--- config.mk ---
export PLATFORM = sky130hd
export DESIGN_NAME = seq_div_16x8
export DESIGN_NICKNAME = d
export VERILOG_FILES = /design/src/rtl/seq_div_16x8.sv
export SDC_FILE = /design/constraint.sdc
export NUM_CORES = 1
export LEC_CHECK = 0
export BUFFER_PORTS_ARGS = -buffer_cell sky130_fd_sc_hd__buf_2
export CAP_MARGIN = 20
export CORE_MARGIN = 3
export CORE_UTILIZATION = 40
export CTS_CLUSTER_DIAMETER = 50
export CTS_CLUSTER_SIZE = 24
export DETAILED_ROUTE_END_ITERATION = 12
export HOLD_SLACK_MARGIN = 0.06
export SYNTH_ARGS = -nofsm -noshare
export SYNTH_HDL_FRONTEND = slang
export SYNTH_SLANG_ARGS = --single-unit
export TNS_END_PERCENT = 30
--- constraint.sdc ---
create_clock -name clk -period 5.9 [get_ports clk]
set_clock_uncertainty 0.2 [all_clocks]
set_input_delay 0.59 -clock clk [delete_from_list [all_inputs] [get_ports clk]]
set_output_delay 0.59 -clock clk [all_outputs]
set_load 0.05 [all_outputs]
--- src/rtl/seq_div_16x8.sv ---
// Sequential 16/8 unsigned restoring divider, one quotient bit per cycle, valid/ready on both sides.
// Optional re-multiplication self-check enabled by defining DIV_MULT_CHECK_EN.
module seq_div_16x8 #(
    parameter logic [15:0] DZ_QUOT = 16'hFFFF
) (
    input  logic        clk,
    input  logic        rst,
    input  logic        in_valid,
    output logic        in_ready,
    input  logic [15:0] dividend,
    input  logic [7:0]  divisor,
    output logic        out_valid,
    input  logic        out_ready,
    output logic [15:0] quotient,
    output logic [7:0]  remainder,
    output logic        div_by_zero,
    output logic        busy,
    output logic        check_err
);

    // Handshake: a transfer happens on a rising edge where valid and ready are both 1;
    // in_ready is high only in IDLE, out_valid only in DONE, and neither depends on the other side.
    localparam logic [1:0] S_IDLE = 2'd0;
    localparam logic [1:0] S_CALC = 2'd1;
    localparam logic [1:0] S_DONE = 2'd2;

    logic [1:0]  state;
    logic [15:0] shf_q;    // dividend bits still to be consumed, MSB first
    logic [7:0]  dvs_q;
    logic [8:0]  prem_q;
    logic [15:0] quo_w;
    logic [4:0]  step_q;

    logic [8:0]  rem_sh;
    logic        sub_ok;
    logic [8:0]  rem_nx;
    logic [15:0] quo_nx;
    logic        last_step;

    assign in_ready  = (state == S_IDLE);
    assign out_valid = (state == S_DONE);
    assign busy      = (state == S_CALC);
    assign last_step = (step_q == 5'd15);

    // prem_q[8] set would mean the shifted value exceeds any 8-bit divisor, so it forces a subtract.
    always_comb begin
        rem_sh = {prem_q[7:0], shf_q[15]};
        sub_ok = prem_q[8] | (rem_sh >= {1'b0, dvs_q});
        rem_nx = sub_ok ? (rem_sh - {1'b0, dvs_q}) : rem_sh;
        quo_nx = {quo_w[14:0], sub_ok};
    end

    always_ff @(posedge clk or posedge rst) begin
        if (rst) begin
            state       <= S_IDLE;
            shf_q       <= '0;
            dvs_q       <= '0;
            prem_q      <= '0;
            quo_w       <= '0;
            step_q      <= '0;
            quotient    <= '0;
            remainder   <= '0;
            div_by_zero <= 1'b0;
        end else begin
            case (state)
                S_IDLE: begin
                    if (in_valid) begin
                        dvs_q <= divisor;
                        if (divisor == 8'd0) begin
                            quotient    <= DZ_QUOT;
                            remainder   <= dividend[7:0];
                            div_by_zero <= 1'b1;
                            state       <= S_DONE;
                        end else begin
                            shf_q  <= dividend;
                            prem_q <= '0;
                            quo_w  <= '0;
                            step_q <= '0;
                            state  <= S_CALC;
                        end
                    end
                end
                S_CALC: begin
                    prem_q <= rem_nx;
                    shf_q  <= {shf_q[14:0], 1'b0};
                    quo_w  <= quo_nx;
                    step_q <= step_q + 5'd1;
                    if (last_step) begin
                        quotient    <= quo_nx;
                        remainder   <= rem_nx[7:0];
                        div_by_zero <= 1'b0;
                        state       <= S_DONE;
                    end
                end
                S_DONE: begin
                    if (out_ready) begin
                        state <= S_IDLE;
                    end
                end
                default: state <= S_IDLE;
            endcase
        end
    end

`ifdef DIV_MULT_CHECK_EN
    logic [15:0] dvd_q;
    logic [23:0] recon;

    assign recon = (quo_nx * dvs_q) + {16'd0, rem_nx[7:0]};

    always_ff @(posedge clk or posedge rst) begin
        if (rst) begin
            dvd_q     <= '0;
            check_err <= 1'b0;
        end else begin
            if (state == S_IDLE && in_valid) begin
                dvd_q     <= dividend;
                check_err <= 1'b0;
            end else if (state == S_CALC && last_step) begin
                check_err <= (recon != {8'd0, dvd_q});
            end
        end
    end
`else
    assign check_err = 1'b0;
`endif

endmodule

### Yosys cells after proc, flatten, opt, wreduce, memory -nomap -nowiden

Index checks and enable logic that the tools add are counted.

| operators by class | value |
|---|---|
| add/subtract/negate cells | 2 |
| equal/unequal tests | 8 |
| reduce and logical (&&, ||, !) cells | 7 |
| bitwise gates (word level) | 1 |
| multiplexer cells | 30 |
| magnitude comparators | 1 |

Operator list:

| kind | number |
|---|---|
| two-way mux 16 bit | 5 |
| one-hot mux 16 bit (2 select lines) | 2 |
| two-way mux 15 bit | 2 |
| one-hot mux 15 bit (2 select lines) | 1 |
| two-way mux 9 bit | 3 |
| two-way mux 8 bit | 3 |
| one-hot mux 9 bit (2 select lines) | 1 |
| one-hot mux 8 bit (2 select lines) | 1 |
| two-way mux 5 bit | 2 |
| one-hot mux 5 bit (2 select lines) | 1 |
| greater-or-equal comparator 9 x 8 -> 1 bit | 1 |
| subtractor 9 x 8 -> 9 bit | 1 |
| zero test 8 bit | 1 |
| two-way mux 2 bit | 4 |
| != test 2 x 1 -> 1 bit (second input constant) | 3 |
| one-hot mux 2 bit (3 select lines) | 1 |
| AND reduction 3 bit | 2 |
| adder 5 x 1 -> 5 bit (second input constant) | 1 |
| == test 5 x 4 -> 1 bit (second input constant) | 1 |
| != test 2 bit (second input constant) | 2 |
| AND reduction 4 bit | 1 |
| two-way mux 1 bit | 3 |
| == test 2 x 1 -> 1 bit (second input constant) | 1 |
| == test 2 bit (second input constant) | 1 |
| other kinds (5) | 5 |

| storage, ports and cells | value |
|---|---|
| register bits after elaboration | 80 |
| output and inout bits | 29 |
| word-level logic and storage cells | 58 |

### Depth between registers and ports, before layout

Gate-level depths: netlist (run 1).

| depth | value |
|---|---|
| depth in word-level cells | 5 |
| gate-level depth with buffers | 9 |
| depth with buffers taken out | 8 |

### Worst setup path after synthesis (run 1)

OpenSTA, ideal clock, no wires.

| path | value |
|---|---|
| kind | register to register |
| start point | register prem_q[3] |
| end point | register remainder[0] |
| slack | 3.540 ns |
| data required time | 5.569 ns |
| library setup time | 0.131 ns |
| buffers on the path | 2 |
| arrival | 2.029 ns |
| cell stages (with the launch flop) | 9 |
| cells stage by stage | dfrtp_1 ha_1 buf_6 a21o_1 a31o_4 a221oi_4 buf_6 mux2i_1 a21oi_1 |

| on the way | value |
|---|---|
| word-level cells in the longest chain between the ends | 5 |

RTL lines:

| what | line | RTL |
|---|---|---|
| from (decl) | 30 | `logic [8:0] prem_q;` |
| from (signal assigned) | 84 | `prem_q <= rem_nx;` |
| greater-or-equal comparator 9 x 8 -> 1 bit | 48 | `sub_ok = prem_q[8] \| (rem_sh >= {1'b0, dvs_q});` |
| bitwise OR 1 bit | 48 |  |
| two-way mux 9 bit | 49 | `rem_nx = sub_ok ? (rem_sh - {1'b0, dvs_q}) : rem_sh;` |
| two-way mux 8 bit | 88 | `if (last_step) begin` |
| one-hot mux 8 bit (2 select lines) | 65 | `case (state)` |
| to (signal assigned) | 71 | `remainder <= dividend[7:0];` |
| to (signal assigned) | 90 | `remainder <= rem_nx[7:0];` |
| to (decl) | 15 | `output logic [7:0] remainder,` |

Every way passes these cells. The select of a mux whose other input is x is not followed.
A chain may end at the register's enable or synchronous reset.

### Final worst setup path (run 1)

| path | value |
|---|---|
| start point | register state[0] |
| end point | register remainder[6] |

| on the way | value |
|---|---|
| word-level cells in the longest chain between the ends | 3 |
| elaborated cells between the ends (all ways) | 8 |

RTL lines:

| what | line | RTL |
|---|---|---|
| from (decl) | 27 | `logic [1:0] state;` |
| from (signal assigned) | 55 | `state <= S_IDLE;` |
| from (signal assigned) | 73 | `state <= S_DONE;` |
| from (signal assigned) | 79 | `state <= S_CALC;` |
| == test 2 x 1 -> 1 bit / zero test 2 bit (equally long branches) | 65 |  |
| != test 2 x 1 -> 1 bit (no line), or another cell as far along | -- |  |
| AND reduction 4 bit (no line) | -- |  |

Several ways; a longest one is shown, not always the timed one.

==> impl_results.md, run 1 <==
- Status: finished, final reports clean
- Initial antenna violation count: 0
- Die width: 102 um
- Post-DRT Antenna Nets: 0
- First-pass DRT Iterations: 7
- Layout cells sized above 1: 0.224
- Total Routed Length: 8320 um
- CTS root buf: clkbuf_8
- Mux contribution to synthesized area: 0.0280
- Final number of setup-violating endpoints: 0
- Setup CP Type: flop to flop
- Largest net degree at the start of global routing: 81
- I/O pin cnt: 57
- Max rail drop VDD: 0.000193 V
- Final period utilization: 0.594
- Post-synth EDFFs: 0
- CP max FO: 35
- Register area: 2000 um^2
- CTS tree: built
- Clock Sinks: 80
- Die Ht: 102 um
- Worst skew pair latency: 0.36 ns
- Final hold viol count: 0
- WL/cell: 16.6 um
- H-tree depth: 3
- Drt via density: 5.41
- Hold Path Class: input port to flop
- Postcts setup bufs: 0
- Arrival time at the worst endpoint: 3.58 ns
- Xor/xnor cell area share of the yosys netlist: 0.00717
- Seq cells post-synth: 80
- Core Region: 8810 um^2
- Total power: 2.84 mW
- Main combinational cell family by area after synthesis: compound AO/OA/AOI/OAI gates
- Worst hold start: dividend[11]
- Rel. slew slack: 0.421
- Synthesis Warnings: 0
- Syn-to-layout area delta: 16.5%
- Worst-margin pin slew: 0.865 ns
- Global-route wire length before repair: 14000 um
- TritonCTS Buffers: 9
- CTS clk-pin slew, worst paths: 0.08 ns
- Endpoint class of the critical path: flop
- CTS resizes: 0
- Fmax: 0.285 GHz
- Static leakage: 2.02 nW
- Initial drt markers: 162
- Mean Syn Cell Area: 10.9 um^2
- Initial Util: 0.416
- WP data required: 5.97 ns
- Post-synthesis adder-cell area fraction: 0.0396
- Final Slew Violations: 0
- Critical Path Start Type: flop
- Syn nets: 375
- Worst r2r src: state[0]
- Die Area: 10300 um^2
- Crit path time final: 3.50 ns
- Num rows: 34
- Distinct cells, synth: 52
- Hold_buf cts: 0
- Half-perimeter wire length after placement: 5670 um
- Vias: 2704
- Total power divided by cell area: 665 nW/um^2
- DR DRC count: 0
- Total grt overflow: 0
- Total track usage: 0.176
- Number of max-cap violations: 0
- Final net count: 426
- Asr flop ratio synth: 1.00
- GP Congestion: 0.811
- Main synth FF type: dfrtp_1
- Inserted Diodes: 0
- Vias in the first global route: 2703
- Setup TNS: 0 ns
- RSZ-0062 raised after global routing: false
- Cell count after synthesis: 336
- IO Port Bufs: 55
- Area fraction in compound gates after synthesis: 0.228
- Filler Cell Count: 821
- Sequential share of the synthesized area: 0.546
- Multi-input logic area: 1460 um^2
- CP startpoint: state[0]
- Clock Tree Buf Depth: 2
- Mapped cell area: 3660 um^2
- Post-synthesis simple-gate area fraction: 0.0929
[synth_stat cells (all sizes together), types with 2 or more instances]
cell    instances  share of area
a21boi          2         0.0041
a21o            3         0.0061
a21oi          19          0.026
a222oi         11          0.030
a22o           15          0.036
a31o            2         0.0072
a32oi           2         0.0048
buf            12          0.020
clkbuf          8         0.0082
dfrtp          80           0.55
ha             10          0.034
inv            28          0.029
mux2            2         0.0061
mux2i           8          0.022
nand2          30          0.031
nand2b          2         0.0034
nand3           4         0.0055
nand3b          2         0.0041
nand4           2         0.0034
nor2           12          0.012
nor2b           5         0.0085
nor3            2         0.0027
nor4            3         0.0051
o21ai          26          0.036
o21bai          2         0.0041
o22a           15          0.036
o22ai           8          0.014
or3             3         0.0051
xnor2           2         0.0048
[sequential cells by signal (all words and copies together), names as in the netlist]
register and cells:
state 2, quotient 16, div_by_zero 1, prem_q 9, step_q 5, shf_q 16
quo_w 15, remainder 8, dvs_q 8
[layer usage]
metal / track usage / part of all wire / up-vias
li1: - / - / 1328
met1: 0.265 / 0.49 / 1305
met2: 0.246 / 0.44 / 62
met3: 0.0448 / 0.054 / 9
met4: 0.0613 / 0.012 / 0
met5: 0 / 0 / -
[layout make-up]
cell class	instances	area share
Sequential cell	80	0.469
Multi-Input combinational cell	208	0.343
Timing Repair Buffer	60	0.0815
Clock buffer	10	0.0322
Tap cell	108	0.0317
Inverter	28	0.0249
Clock inverter	6	0.0176
[kinds of logic (layout without fill, tap and decap cells)]
family / count (synthesis) / in the layout
AOI/OAI and AO/OA: 113 / 113
DFF: 80 / 80
and+or+nand+nor: 70 / 70
buffers and inverters: 48 / 104
adders and majority gates: 11 / 11
muxes: 10 / 10
xor gates and xnor gates: 3 / 3
other: 1 / 1
[cell usage in the layout (no fill, tap or decap), drive strengths merged, types with 3 or more instances in the layout]
cell type | Yosys | routed
a21o | 3 | 3
a21oi | 19 | 19
a222oi | 11 | 11
a22o | 15 | 15
buf | 12 | 59
clkbuf | 8 | 10
clkinv | 0 | 3
dfrtp | 80 | 80
ha | 10 | 10
inv | 28 | 29
mux2i | 8 | 8
nand2 | 30 | 30
nand3 | 4 | 4
nor2 | 12 | 12
nor2b | 5 | 5
nor4 | 3 | 3
o21ai | 26 | 26
o22a | 15 | 15
o22ai | 8 | 8
or3 | 3 | 3
[final timing paths]
| check | cells after the start | slack [ns] | end |
|---|---|---|---|
| worst max-delay path | 6 | 2.40 | remainder[6] |
| max in group asynchronous | 5 | 4.40 | prem_q[4] |
| worst min register to register | 1 | 0.29 | quotient[12] |
| worst min-delay path | 3 | 0.24 | shf_q[11] |
| min in group asynchronous | 4 | 0.53 | quotient[13] |
| worst max register to register | 6 | 2.40 | remainder[6] |
[worst max-delay path: stages, from the launching register on]
cell and delay [ns]:
dfrtp_1 0.52, nand2b_1 0.44, inv_2 0.65, nand2_1 0.61, nand2_2 0.65, o22ai_1 0.18, a21oi_1 0.17
[report_power, final]
| part | switching [mW] | internal (mW) | total [mW] |
|---|---|---|---|
| clock network | 0.217 | 0.213 | 0.430 |
| logic | 0.918 | 0.528 | 1.45 |
| registers | 0.163 | 0.797 | 0.960 |
[metrics by stage]
step	cell area, um^2	setup slack [ns]	instances	util	hold slack, ns
4_1_cts	4210	2.33	497	0.478	0.221
2_1_floorplan	3660	3.06	336	-	0.250
6_report	4270	2.40	500	0.485	0.239
3_5_place_dp	4000	2.36	481	0.454	0.273
5_1_grt	4270	2.02	500	0.485	0.227
3_3_place_gp	4000	2.41	481	0.454	0.264
(Power assumes the default switching activity.)
==> run 2, diff against run 1 <==
==> constraint.sdc (replaced) <==
create_clock -name clk -period 2.96 [get_ports clk]
set_clock_uncertainty 0.2 [all_clocks]
set_input_delay 0.296 -clock clk [delete_from_list [all_inputs] [get_ports clk]]
set_output_delay 0.296 -clock clk [all_outputs]
set_load 0.05 [all_outputs]
==> run 2 against run 1 <==
Sequential cell count is the same; setup slack lost 2.0 ns; routed wire length grew 4.1%; total power grew 100%; global-route usage grew 1.1 points; die area is the same; largest cell class unchanged; critical path type unchanged; sequential share of layout area shrank 3.6 points.
==> impl_results.md, run 2 (synthesized netlist as in run 1, its figures left out) <==
- Status: finished, final reports clean
- CTS tree: built
- GP Congestion: 0.837 (+3.3%)
- Setup TNS: 0 ns (unchanged)
- Hold WS: 0.289 ns (+0.0495 ns)
- Postcts setup bufs: 0 (unchanged)
- Largest regs: quotient: 16 flops, shf_q: 16 flops, quo_w: 15 flops
- CP max FO: 7 (-80%)
- Most common cell after layout, fill and taps aside: dfrtp_1
- Arrival time at the worst endpoint: 2.60 ns (-0.98 ns)
- Clock Tree Buf Depth: 2 (unchanged)
- CTS root buf: clkbuf_8
- Switching part of the total power: 0.447 (-0.0104)
- H-tree depth: 3 (unchanged)
- Global-route wire length before repair: 15000 um (+7.3%)
- Inserted Diodes: 0 (unchanged)
- Total track usage: 0.188 (+0.0113)
- Final period utilization: 0.854 (+0.260)
- Clk pwr share: 0.161 (+0.009)
- DR DRC count: 0 (unchanged)
- Initial antenna violation count: 0 (unchanged)
- Int Power: 3.19 mW (+110%)
- Die width: 102 um (unchanged)
- Utilization after layout: 0.525 (+0.0399)
- Crit path time final: 2.53 ns (-0.976 ns)
- Psw: 2.58 mW (+99%)
- Post-DRT Antenna Nets: 0 (unchanged)
- RSZ-0062 raised after global routing: false
- Rel. slew slack: 0.587 (+0.166)
- Final net count: 461 (+8.2%)
- Endpoint class of the critical path: flop
- Drt via density: 5.44 (+0.51%)
- Final number of setup-violating endpoints: 0 (unchanged)
- Largest net degree at the start of global routing: 49 (-40%)
- Vias: 2908 (+7.5%)
- Comb power frac: 0.507 (-0.003)
- Core Region: 8810 um^2 (unchanged)
- IO Port Bufs: 55 (unchanged)
- Reg power frac: 0.332 (-0.007)
- Vias in the first global route: 3081 (+14%)
- Total power divided by cell area: 1250 nW/um^2 (+88%)
- Initial Util: 0.416 (unchanged)
- Final hold viol count: 0 (unchanged)
- Worst-margin pin slew: 0.618 ns (-0.246 ns)
- Die Area: 10300 um^2 (unchanged)
- Initial drt markers: 117 (-28%)
- Max rail drop VDD: 0.000458 V (+140%)
- Worst skew pair latency: 0.36 ns (about the same)
- First-pass DRT Iterations: 4 (-3)
- Total Routed Length: 8670 um (+4.1%)
- Half-perimeter wire length after placement: 5930 um (+4.7%)
- Critical Path Start Type: flop
- Syn-to-layout area delta: 26.1%
- Fmax: 0.396 GHz (+39%)
- CTS resizes: 0 (unchanged)
- Most frequent cells in the layout: 80 x dfrtp_1, 55 x buf_2, 29 x nand2_1, 26 x inv_1, 26 x dlygate4sd3_1
- WP data required: 3.03 ns (-2.94 ns)
- Setup CP Type: flop to flop
- Number of max-cap violations: 0 (unchanged)
- CTS clk-pin slew, worst paths: 0.08 ns (about the same)
- Die Ht: 102 um (unchanged)
- Final Slew Violations: 0 (unchanged)
- Static leakage: 2.18 nW (+8.1%)
- WL/cell: 16.2 um (-2.7%)
- TritonCTS Buffers: 9 (unchanged)
- I/O pin cnt: 57 (unchanged)
- Clock Sinks: 80 (unchanged)
- Num rows: 34 (unchanged)
- Layout cells sized above 1: 0.230 (+0.00502)
- Hold Path Class: flop to flop
- Total grt overflow: 0 (unchanged)
[run 2: cell types whose count changed in the layout (fill, tap and decap cells not counted), sizes merged]
cell	change
clkbuf	-1
inv	+1
buf	+10
bufinv	+1
dlygate4sd3	+25
clkinv	-1
[run 2: power by group through the flow]
stage          registers, mW  logic (mW)  clock network (mW)
2_1_floorplan           2.39        1.79                   0
3_3_place_gp            1.92        2.85                   0
3_5_place_dp            1.93        2.91                   0
4_1_cts                 1.91        2.95               0.963
5_1_grt                 1.98        3.24                1.01
6_report                1.91        2.93               0.930
[run 2: through the flow]
stage / setup WS (ns) / total power, mW / area (um^2) / instances
after global routing: 0.223 / 6.23 / 4620 / 535
after global placement: 0.507 / 4.77 / 4130 / 493
after floorplan: 0.412 / 4.18 / 3660 / 336
after detailed placement: 0.432 / 4.84 / 4130 / 493
after CTS: 0.412 / 5.82 / 4620 / 535
final: 0.433 / 5.77 / 4620 / 535
[run 2: area by class of cell]
| class | instances | area, um^2 |
|---|---|---|
| clock inverter | 7 | 110 |
| tap | 108 | 135 |
| inverter | 28 | 106 |
| clock buffer | 9 | 124 |
| fill | 809 | 4190 |
| timing repair buffer | 95 | 678 |
| sequential | 80 | 2000 |
| multi-input combinational | 208 | 1460 |
[run 2: routing by layer]
metal | up-vias | track usage | share of wire
met5 | - | 0 | 0
met3 | 14 | 0.0441 | 0.048
li1 | 1398 | - | -
met2 | 60 | 0.305 | 0.48
met1 | 1436 | 0.245 | 0.46
met4 | 0 | 0.0685 | 0.020
[run 2: path summary, 6_finish.rpt]
path                            startpoint      endpoint  depth (start not counted)  slack (ns)
worst max register to register   prem_q[3]     prem_q[1]                          6        0.43
worst max-delay path             prem_q[3]     prem_q[1]                          6        0.43
worst min register to register   step_q[4]     step_q[4]                          2        0.29
min in group asynchronous              rst  quotient[13]                          3        0.33
worst min-delay path             step_q[4]     step_q[4]                          2        0.29
max in group asynchronous              rst     step_q[3]                          4        1.57
[run 2: critical path, stage by stage (launching register included)]
cell	delay (ns)
dfrtp_1	0.40
ha_1	0.38
a21o_1	0.25
a31o_4	0.26
a221oi_4	0.41
mux2_2	0.40
o21ai_0	0.15
[run 2: repair_timing]
action | CTS | global route
hold buffers | 26 | 0
hold endpoints to repair | 61 | 0
endpoints found under the setup margin | 0 | 0
